===== config.mk =====
export PLATFORM = sky130hd
export DESIGN_NAME = uart_byte_receiver
export DESIGN_NICKNAME = d
export VERILOG_FILES = /design/src/rtl/uart_rx_pkg.sv /design/src/rtl/baud_tick_gen.sv /design/src/rtl/uart_byte_receiver.sv
export SDC_FILE = /design/constraint.sdc
export NUM_CORES = 1
export LEC_CHECK = 0
export ABC_AREA = 1
export BUFFER_PORTS_ARGS = -buffer_cell sky130_fd_sc_hd__buf_2
export CELL_PAD_IN_SITES_DETAIL_PLACEMENT = 1
export CELL_PAD_IN_SITES_GLOBAL_PLACEMENT = 2
export CORE_ASPECT_RATIO = 0.5
export CORE_UTILIZATION = 35
export CTS_BUF_LIST = sky130_fd_sc_hd__clkbuf_4 sky130_fd_sc_hd__clkbuf_8
export DETAILED_ROUTE_END_ITERATION = 7
export GPL_ROUTABILITY_DRIVEN = 0
export PLACE_DENSITY_LB_ADDON = 0.3
export SLEW_MARGIN = 20
export SYNTH_ARGS = -nofsm -noshare
export SYNTH_HDL_FRONTEND = slang
export SYNTH_SLANG_ARGS = --single-unit
export TNS_END_PERCENT = 20

===== constraint.sdc =====
create_clock -name clk -period 1.4 [get_ports clk]
set_input_delay 0.14 -clock clk [delete_from_list [all_inputs] [get_ports clk]]
set_output_delay 0.14 -clock clk [all_outputs]
set_load 0.03 [all_outputs]

===== src/rtl/uart_rx_pkg.sv =====
// uart_rx_pkg: shared types and constants for the UART byte receiver.
//   rx_state_e  - receiver FSM state
//   DATA_BITS   - payload bits per frame
//   IDLE_BITS   - bit times of high line before the line is declared idle
//   majority3   - 2-of-3 vote used by the input noise filter
package uart_rx_pkg;

    typedef enum logic [2:0] {
        StIdle,
        StStart,
        StData,
        StStop,
        StBreak
    } rx_state_e;

    localparam int unsigned DATA_BITS = 8;
    localparam int unsigned IDLE_BITS = 10;

    function automatic logic majority3(input logic [2:0] v);
        return (v[0] & v[1]) | (v[0] & v[2]) | (v[1] & v[2]);
    endfunction

endpackage


===== src/rtl/baud_tick_gen.sv =====
// baud_tick_gen: free-running divider producing a one-clk sample tick every DIV clocks.
//   clk   - system clock
//   rst_n - asynchronous active-low reset
//   tick  - high for one clk when the divider reaches DIV-1
module baud_tick_gen #(
    parameter int unsigned DIV = 2
) (
    input  logic clk,
    input  logic rst_n,
    output logic tick
);

    localparam int unsigned CntW = (DIV > 1) ? $clog2(DIV) : 1;
    localparam logic [CntW-1:0] CntMax = CntW'(DIV - 1);

    logic [CntW-1:0] cnt_q, cnt_d;

    always_comb begin
        tick  = (cnt_q == CntMax);
        cnt_d = tick ? '0 : cnt_q + CntW'(1);
    end

    always_ff @(posedge clk or negedge rst_n) begin
        if (!rst_n) begin
            cnt_q <= '0;
        end else begin
            cnt_q <= cnt_d;
        end
    end

endmodule


===== src/rtl/uart_byte_receiver.sv =====
// uart_byte_receiver: 8N1 LSB-first UART receiver feeding the LCD controller.
//   clk             - system clock
//   rst_n           - asynchronous active-low reset
//   RxD             - asynchronous serial input, idle high
//   RxD_data        - last correctly framed byte, held until the next one
//   RxD_data_ready  - one-clk strobe when RxD_data updates
//   RxD_idle        - line has been high for at least IDLE_BITS bit times
//   RxD_endofpacket - one-clk strobe when RxD_idle rises after at least one byte
//   framing_error   - one-clk strobe when the stop bit is sampled low
module uart_byte_receiver
    import uart_rx_pkg::*;
#(
    parameter int unsigned CLK_FREQ   = 25_000_000,
    parameter int unsigned BAUD       = 115200,
    parameter int unsigned OVERSAMPLE = 8
) (
    input  logic       clk,
    input  logic       rst_n,
    input  logic       RxD,
    output logic [7:0] RxD_data,
    output logic       RxD_data_ready,
    output logic       RxD_idle,
    output logic       RxD_endofpacket,
    output logic       framing_error
);

    localparam int unsigned DIV     = CLK_FREQ / (BAUD * OVERSAMPLE);
    localparam int unsigned SampW   = $clog2(OVERSAMPLE);
    localparam int unsigned BitW    = $clog2(DATA_BITS);
    localparam int unsigned IdleMax = IDLE_BITS * OVERSAMPLE;
    localparam int unsigned IdleW   = $clog2(IdleMax + 1);

    localparam logic [SampW-1:0] HalfLast = SampW'(OVERSAMPLE / 2 - 1);
    localparam logic [SampW-1:0] FullLast = SampW'(OVERSAMPLE - 1);
    localparam logic [BitW-1:0]  LastBit  = BitW'(DATA_BITS - 1);
    localparam logic [IdleW-1:0] IdleSat  = IdleW'(IdleMax);
    localparam logic [IdleW-1:0] IdlePre  = IdleW'(IdleMax - 1);

    if (DIV < 2) begin : g_div_check
        $error("uart_byte_receiver: CLK_FREQ/(BAUD*OVERSAMPLE) must be >= 2");
    end
    if (OVERSAMPLE < 4 || (OVERSAMPLE & (OVERSAMPLE - 1)) != 0) begin : g_os_check
        $error("uart_byte_receiver: OVERSAMPLE must be a power of two >= 4");
    end

    logic tick;

    baud_tick_gen #(
        .DIV(DIV)
    ) u_tick (
        .clk  (clk),
        .rst_n(rst_n),
        .tick (tick)
    );

    logic                 rxd_meta_q, rxd_sync_q;
    logic [2:0]           hist_q, hist_d;
    logic                 filtered;
    rx_state_e            state_q, state_d;
    logic [SampW-1:0]     samp_cnt_q, samp_cnt_d;
    logic [BitW-1:0]      bit_idx_q, bit_idx_d;
    logic [DATA_BITS-1:0] shift_q, shift_d;
    logic [7:0]           data_q, data_d;
    logic                 ready_q, ready_d;
    logic                 ferr_q, ferr_d;
    logic                 eop_q, eop_d;
    logic                 got_byte_q, got_byte_d;
    logic [IdleW-1:0]     idle_cnt_q, idle_cnt_d;

    always_comb begin
        filtered   = majority3(hist_q);
        hist_d     = hist_q;
        state_d    = state_q;
        samp_cnt_d = samp_cnt_q;
        bit_idx_d  = bit_idx_q;
        shift_d    = shift_q;
        data_d     = data_q;
        ready_d    = 1'b0;
        ferr_d     = 1'b0;
        eop_d      = 1'b0;
        idle_cnt_d = idle_cnt_q;

        if (tick) begin
            hist_d = {hist_q[1:0], rxd_sync_q};
            unique case (state_q)
                StIdle: begin
                    if (!filtered) begin
                        state_d    = StStart;
                        samp_cnt_d = '0;
                        idle_cnt_d = '0;
                    end else if (idle_cnt_q != IdleSat) begin
                        idle_cnt_d = idle_cnt_q + IdleW'(1);
                        // Rising edge of RxD_idle happens on this increment.
                        eop_d      = (idle_cnt_q == IdlePre) && got_byte_q;
                    end
                end
                StStart: begin
                    if (filtered) begin
                        state_d = StIdle;  // false start, no flags
                    end else if (samp_cnt_q == HalfLast) begin
                        state_d    = StData;
                        samp_cnt_d = '0;
                        bit_idx_d  = '0;
                    end else begin
                        samp_cnt_d = samp_cnt_q + SampW'(1);
                    end
                end
                StData: begin
                    if (samp_cnt_q == FullLast) begin
                        samp_cnt_d = '0;
                        shift_d    = {filtered, shift_q[DATA_BITS-1:1]};
                        if (bit_idx_q == LastBit) begin
                            state_d = StStop;
                        end else begin
                            bit_idx_d = bit_idx_q + BitW'(1);
                        end
                    end else begin
                        samp_cnt_d = samp_cnt_q + SampW'(1);
                    end
                end
                StStop: begin
                    if (samp_cnt_q == FullLast) begin
                        samp_cnt_d = '0;
                        if (filtered) begin
                            data_d  = shift_q;
                            ready_d = 1'b1;
                            state_d = StIdle;
                        end else begin
                            ferr_d  = 1'b1;
                            state_d = StBreak;
                        end
                    end else begin
                        samp_cnt_d = samp_cnt_q + SampW'(1);
                    end
                end
                StBreak: begin
                    // Held-low line must return high before a new start is armed.
                    if (filtered) begin
                        state_d = StIdle;
                    end
                end
                default: state_d = StIdle;
            endcase
        end

        if (eop_d) begin
            got_byte_d = 1'b0;
        end else if (ready_d) begin
            got_byte_d = 1'b1;
        end else begin
            got_byte_d = got_byte_q;
        end
    end

    always_ff @(posedge clk or negedge rst_n) begin
        if (!rst_n) begin
            rxd_meta_q <= 1'b1;
            rxd_sync_q <= 1'b1;
            hist_q     <= 3'b111;
            state_q    <= StIdle;
            samp_cnt_q <= '0;
            bit_idx_q  <= '0;
            shift_q    <= '0;
            data_q     <= '0;
            ready_q    <= 1'b0;
            ferr_q     <= 1'b0;
            eop_q      <= 1'b0;
            got_byte_q <= 1'b0;
            idle_cnt_q <= '0;
        end else begin
            rxd_meta_q <= RxD;
            rxd_sync_q <= rxd_meta_q;
            hist_q     <= hist_d;
            state_q    <= state_d;
            samp_cnt_q <= samp_cnt_d;
            bit_idx_q  <= bit_idx_d;
            shift_q    <= shift_d;
            data_q     <= data_d;
            ready_q    <= ready_d;
            ferr_q     <= ferr_d;
            eop_q      <= eop_d;
            got_byte_q <= got_byte_d;
            idle_cnt_q <= idle_cnt_d;
        end
    end

    assign RxD_data        = data_q;
    assign RxD_data_ready  = ready_q;
    assign framing_error   = ferr_q;
    assign RxD_endofpacket = eop_q;
    assign RxD_idle        = (idle_cnt_q == IdleSat);

endmodule


==> out/results.tsv, run 1 <==
metric	value	unit
seqPwrFrac	55.3	%
clk_pin_slew	90	ps
dr.pass1.iters	4	
synth_area	2300	um2
clkPwrFrac	42.9	%
cts-buffers-inserted	5	
grt-ovfl-total	0	
rsz0062_at_grt	yes	
drv_cap	0	
min_period	1580	ps
ys_ff_latch	46	
drc	0	
initial_core_util	37.0	%
end_kind	flop	
p_switching	0.516	mW
clock_skew	4.41	ps
viasPerCell	4.75	
path_cells	inv_1, ha_2, nand2_2, nor3_4, buf_6, buf_6, nand3_4, buf_12, nand2_2, o21ai_2	
num_vias	1941	
yosys.area.top_type	dfrtp_1	
routed_wl	5750	um
cts.root.buffer_cell	clkbuf_8	
synthCells	262	
critPathMaxStageDelay	390	ps
yosysSeqAreaShare	50.4	%
num_rows	20	
synth-edff-count	0	
syn_nets	275	
finalHoldViolCount	0	
cts.htree.levels	2	
status	finished with violations	
cts.sinks	46	
timing.hold.ws	311	ps
cts_buffer_depth	2	
worst_slew_pin_slew	472	ps
drtIter0Drc	63	
powerDensity	781	nW/um2
yosysWarnings	0	
grt_pass1_vias	2003	
syn_to_final_growth	34.7	%
portBuffers	14	
required	1600	ps
violations	setup timing	
dieArea	6910	um2
p_sw_share	21.3	%
synth_ff_type	dfrtp_1	
diodes	0	
max_slew_margin	68.6	%
fillCellCount	735	
grt_max_degree	30	
die_x	117	um
synthDistinctLibCells	26	
worstPathMaxFanout	7	
syn_avg_cell_area	8.77	um2
grt_pass1_wl	9350	um
leakagePower	1.44	nW
finalMaxSlewViolations	0	
nNetsFinal	333	
drtAntennaViolNets	0	
synth_area_leaders	dfrtp_1 45%, nand2_1 13%, dfstp_2 5.7%, ha_1 5.4%, inv_1 5.1%	
hp-class	in2async	
dieHeight	59.3	um
final.period_utilization	113	%
synthArstFlopShare	100	%
drive_above_1_share	38.0	%
p_comb_share	1.8	%
final_common_cell	nand2_1	
p_int	1.90	mW
track_usage	18.2	%
post_drt_wl_per_cell	14.1	um
timing.final.ws_setup	-185	ps
cp-start-kind	flop	
setup_viol	37	
antenna_found_initial	0	
clock_latency	300	ps
cts_tree	done	
crit_slowest_cell	dfrtp_1	
io_pins	15	
critical_path_class	reg2reg	
max_freq	631	MHz
arrival	1790	ps
placed_cell_area	2700	um2
final_cell_mix	66 x nand2_1, 40 x dfrtp_1, 29 x buf_4	
core-area	6210	um2
utilization	49.9	%
peakVddDrop	483	uV
dpl.hpwl	3870	um
finalInstanceArea	3100	um2
synth_top_area_share	44.6	%
==> worst max-delay path: cells and delay by family, from the launching register on <==
kind	cells	cell delay (ps)
AO/OA/AOI/OAI	1	60
flip-flops	1	390
adder cells (fa/ha/maj)	1	190
AND/OR/NAND/NOR	4	370
buffers and inverters	4	480
==> layout make-up <==
cell class              instances  area, um2  area share [%]
multi-input cells             179       1120            36.1
inverters                      33        126            4.08
flip-flops and latches         46       1160            37.4
clock inverters                 2       37.5            1.21
clock buffers                   6       76.3            2.46
repair buffers                 55        469            15.2
well taps                      88        110            3.56
==> state kept, by name, indices dropped and copies added (netlist names), 3 cells and up <==
register / count
RxD_data: 8
bit_idx_q: 3
hist_q: 3
idle_cnt_q: 7
samp_cnt_q: 3
shift_q: 8
state_q: 3
u_tick.cnt_q: 5
==> what timing repair did <==
item,in CTS,in global routing
gates cloned,1,1
setup endpoints to repair,36,39
gates resized for setup,28,19
setup buffers,7,3
endpoints found under the hold margin,13,0
pin swaps,3,8
hold buffers,2,0
==> layer usage <==
metal  track usage, %  wire length (um)  part of all wire [%]  up-vias
met1             24.2              2840                    49      956
met2             30.3              2690                    47       29
met3             4.60               191                   3.3        4
li1                 -                 -                     -      952
met5                0                 0                     0        -
met4             4.34                29                  0.50        0
==> per-stage QoR <==
stage | TNS [ps] | total power, mW | instances | setup WS [ps]
6_report | -4360 | 2.42 | 409 | -185
5_1_grt | -7750 | 2.51 | 409 | -262
4_1_cts | -4650 | 2.45 | 406 | -207
3_5_place_dp | -3590 | 1.41 | 388 | -229
3_3_place_gp | -2620 | 1.40 | 388 | -193
2_1_floorplan | -594 | 1.37 | 262 | -78.4
==> worst paths after layout <==
| kind | from | to | slack [ps] | depth (start not counted) |
|---|---|---|---|---|
| hold / removal | rst_n | u_tick.cnt_q[3] | 310 | 2 |
| max in group asynchronous | rst_n | bit_idx_q[1] | 580 | 3 |
| min in group clk | rxd_meta_q | rxd_sync_q | 360 | 0 |
| setup / recovery | u_tick.cnt_q[0] | idle_cnt_q[3] | -180 | 10 |
| hold reg to reg | rxd_meta_q | rxd_sync_q | 360 | 0 |
| setup reg to reg | u_tick.cnt_q[0] | idle_cnt_q[3] | -180 | 10 |
==> power by group through the flow <==
stage	Combinational, mW	Clock (mW)	Sequential (mW)
CTS	0.0469	1.07	1.34
global placement	0.0410	0	1.36
finish	0.0445	1.04	1.34
detailed placement	0.0426	0	1.36
global route	0.0522	1.12	1.34
floorplan	0.00242	0	1.36
==> cell families after synthesis <==
family / count (synthesis) / synth area share [%]
buffers and inverters: 38 / 7.57
AO/OA/AOI/OAI: 38 / 10.8
AND/OR/NAND/NOR: 130 / 25.8
adder cells (fa/ha/maj): 10 / 5.44
flip-flops: 46 / 50.4
==> cell usage after synthesis, types with 3 or more instances <==
library cell / count
dfrtp_1: 41
inv_1: 31
nand4_1: 3
ha_1: 10
o21ai_2: 13
nand3b_1: 3
buf_6: 4
nor2_1: 14
o21ai_1: 10
dfstp_2: 5
a21oi_1: 4
nand3_1: 18
nand2_1: 79
o21ai_0: 8
Power figures use the tool's default switching activity.
==> run 2: changes to the inputs <==
- CORE_UTILIZATION: 35 -> 39
- clock period: 1.4 -> 1.8 ns (I/O delays scaled with it)
==> out/results.tsv, run 2 (synthesis gave the netlist of run 1 again) <==
metric	value	unit	change
status	complete, no violations		was finished with violations
crit_slowest_cell	dfrtp_1		unchanged
post_drt_wl_per_cell	13.2	um	was 14.1 um
cp-start-kind	flop		unchanged
reg2reg_depth	7		was 10
timing.hold.ws	360	ps	was 311 ps
rsz0062_at_grt	yes		unchanged
cts.htree.levels	2		unchanged
worst_slew_pin_slew	570	ps	was 472 ps
peakVddDrop	325	uV	was 483 uV
whs_path_depth	0		
cts_setup_buffers	0		was 7
end_kind	flop		unchanged
track_usage	18.0	%	was 18.2%
core-area	5590	um2	was 6210 um2
final_common_cell	nand2_1		unchanged
finalMaxSlewViolations	0		unchanged
dpl.cell_count	348		was 388
num_vias	1772		was 1941
r2r_end	idle_cnt_q[2]		was idle_cnt_q[3]
cts_buffer_depth	2		unchanged
grt_max_degree	25		was 30
critical_path_class	reg2reg		unchanged
clock_latency	300	ps	about the same
path_cells	inv_1, ha_1, nand2_1, nor3_4, nand3_2, nand2_1, o21ai_2		was inv_1, ha_2, nand2_2, nor3_4, buf_6, buf_6, nand3_4, buf_12, nand2_2, o21ai_2
dieArea	6220	um2	was 6910 um2
num_rows	19		was 20
grt-ovfl-total	0		unchanged
critPathMaxStageDelay	420	ps	was 390 ps
nNetsFinal	297		was 333
antenna_found_initial	0		unchanged
r2r_start	u_tick.cnt_q[0]		unchanged
finalInstanceArea	2590	um2	was 3100 um2
min_to	rxd_sync_q		
dpl.hpwl	3550	um	was 3870 um
drive_above_1_share	20.7	%	was 38.0%
syn_to_final_growth	12.8	%	was 34.7%
min_period	1680	ps	was 1580 ps
worstPathMaxFanout	14		was 7
critPathLaunch	u_tick.cnt_q[0]		unchanged
hp-class	reg2reg		was in2async
cts.root.buffer_cell	clkbuf_8		unchanged
dr.pass1.iters	4		unchanged
setup_viol	0		was 37
io_pins	15		unchanged
utilization	46.4	%	was 49.9%
drc	0		unchanged
grt_pass1_wl	8830	um	was 9350 um
arrival	1870	ps	was 1790 ps
clock_skew	7.50	ps	was 4.41 ps
final.period_utilization	93.1	%	was 113%
instances_no_fill	358		was 409
clk_pin_slew	90	ps	about the same
drv_cap	0		unchanged
final_cell_mix	79 x nand2_1, 41 x dfrtp_1, 31 x inv_1		was 66 x nand2_1, 40 x dfrtp_1, 29 x buf_4
max_slew_margin	62.0	%	was 68.6%
max_freq	597	MHz	was 631 MHz
dieHeight	56.3	um	was 59.3 um
drtAntennaViolNets	0		unchanged
powerDensity	721	nW/um2	was 781 nW/um2
diodes	0		unchanged
portBuffers	14		unchanged
cts.sinks	46		unchanged
leakagePower	1.24	nW	was 1.44 nW
initial_core_util	41.1	%	was 37.0%
cts-buffers-inserted	5		unchanged
placed_cell_area	2450	um2	was 2700 um2
routed_wl	4720	um	was 5750 um
finalHoldViolCount	0		unchanged
grt_pass1_vias	1870		was 2003
drtIter0Drc	38		was 63
die_x	111	um	was 117 um
critPathBufInv	1		was 4
cpLargestDelayFamily	simple AND/OR/NAND/NOR gates		was buffers and inverters
path_common_cell	nand2_1		
viasPerCell	4.95		was 4.75
required	1990	ps	was 1600 ps
min_from	rxd_meta_q		
rrSetupSlack	120	ps	was -180 ps
cts_tree	done		unchanged
run 2: cell types whose count changed in the layout (fill, tap and decap cells not counted), moves of 4 or more:
cell     delta
buf_4      -26
buf_6       -7
nand2_1    +13
nand2_2     -9
nand2_4     -4
nand3_4     -4
nor2_1      +4
run 2: cell type report:
| type | instances | area [um2] |
|---|---|---|
| fill | 685 | 2990 |
| sequential | 46 | 1160 |
| multi-input combinational | 178 | 975 |
| timing repair buffer | 20 | 133 |
| inverter | 33 | 124 |
| tap | 73 | 91.3 |
| clock buffer | 6 | 76.3 |
| clock inverter | 2 | 37.5 |
run 2: what timing repair did:
item / CTS / global route
resized for setup: 0 / 1
setup endpoints to repair: 0 / 11
hold buffers: 2 / 0
hold endpoints to repair: 18 / 0
run 2: routing by layer:
| metal | vias up | global-route usage (%) | wire [um] |
|---|---|---|---|
| li1 | 879 | - | - |
| met2 | 15 | 28.5 | 2100 |
| met3 | 4 | 4.21 | 112 |
| met5 | - | 0 | 0 |
| met1 | 874 | 24.8 | 2450 |
| met4 | 0 | 5.71 | 52 |
run 2: worst reg2reg max path: stages, from the launching register on:
cell and delay (ps):
dfrtp_1 420, inv_1 80, ha_1 180, nand2_1 100
nor3_4 230, nand3_2 330, nand2_1 170, o21ai_2 60
run 2: power by group:
group / total, mW / leakage (nW) / internal, mW / switching [mW]
Clock: 0.797 / 0.0548 / 0.430 / 0.367
Sequential: 1.04 / 0.605 / 1.04 / 0.00103
Combinational: 0.0333 / 0.576 / 0.00936 / 0.0239
run 2: worst max path at each step:
stage | end | cells past startpoint
after floorplan | idle_cnt_q[5] | 9
after global placement | state_q[1] | 9
after detailed placement | idle_cnt_q[2] | 7
after CTS | idle_cnt_q[2] | 7
after global routing | idle_cnt_q[1] | 7
final | idle_cnt_q[2] | 7
run 2: stage by stage:
| stage | total power [mW] | TNS [ps] | setup WS, ps |
|---|---|---|---|
| 3_3_place_gp | 1.09 | 0 | 209 |
| 3_5_place_dp | 1.09 | 0 | 139 |
| 4_1_cts | 1.90 | 0 | 95.4 |
| 5_1_grt | 1.94 | -234 | -34.9 |
| 2_1_floorplan | 1.06 | 0 | 145 |
| 6_report | 1.87 | 0 | 124 |
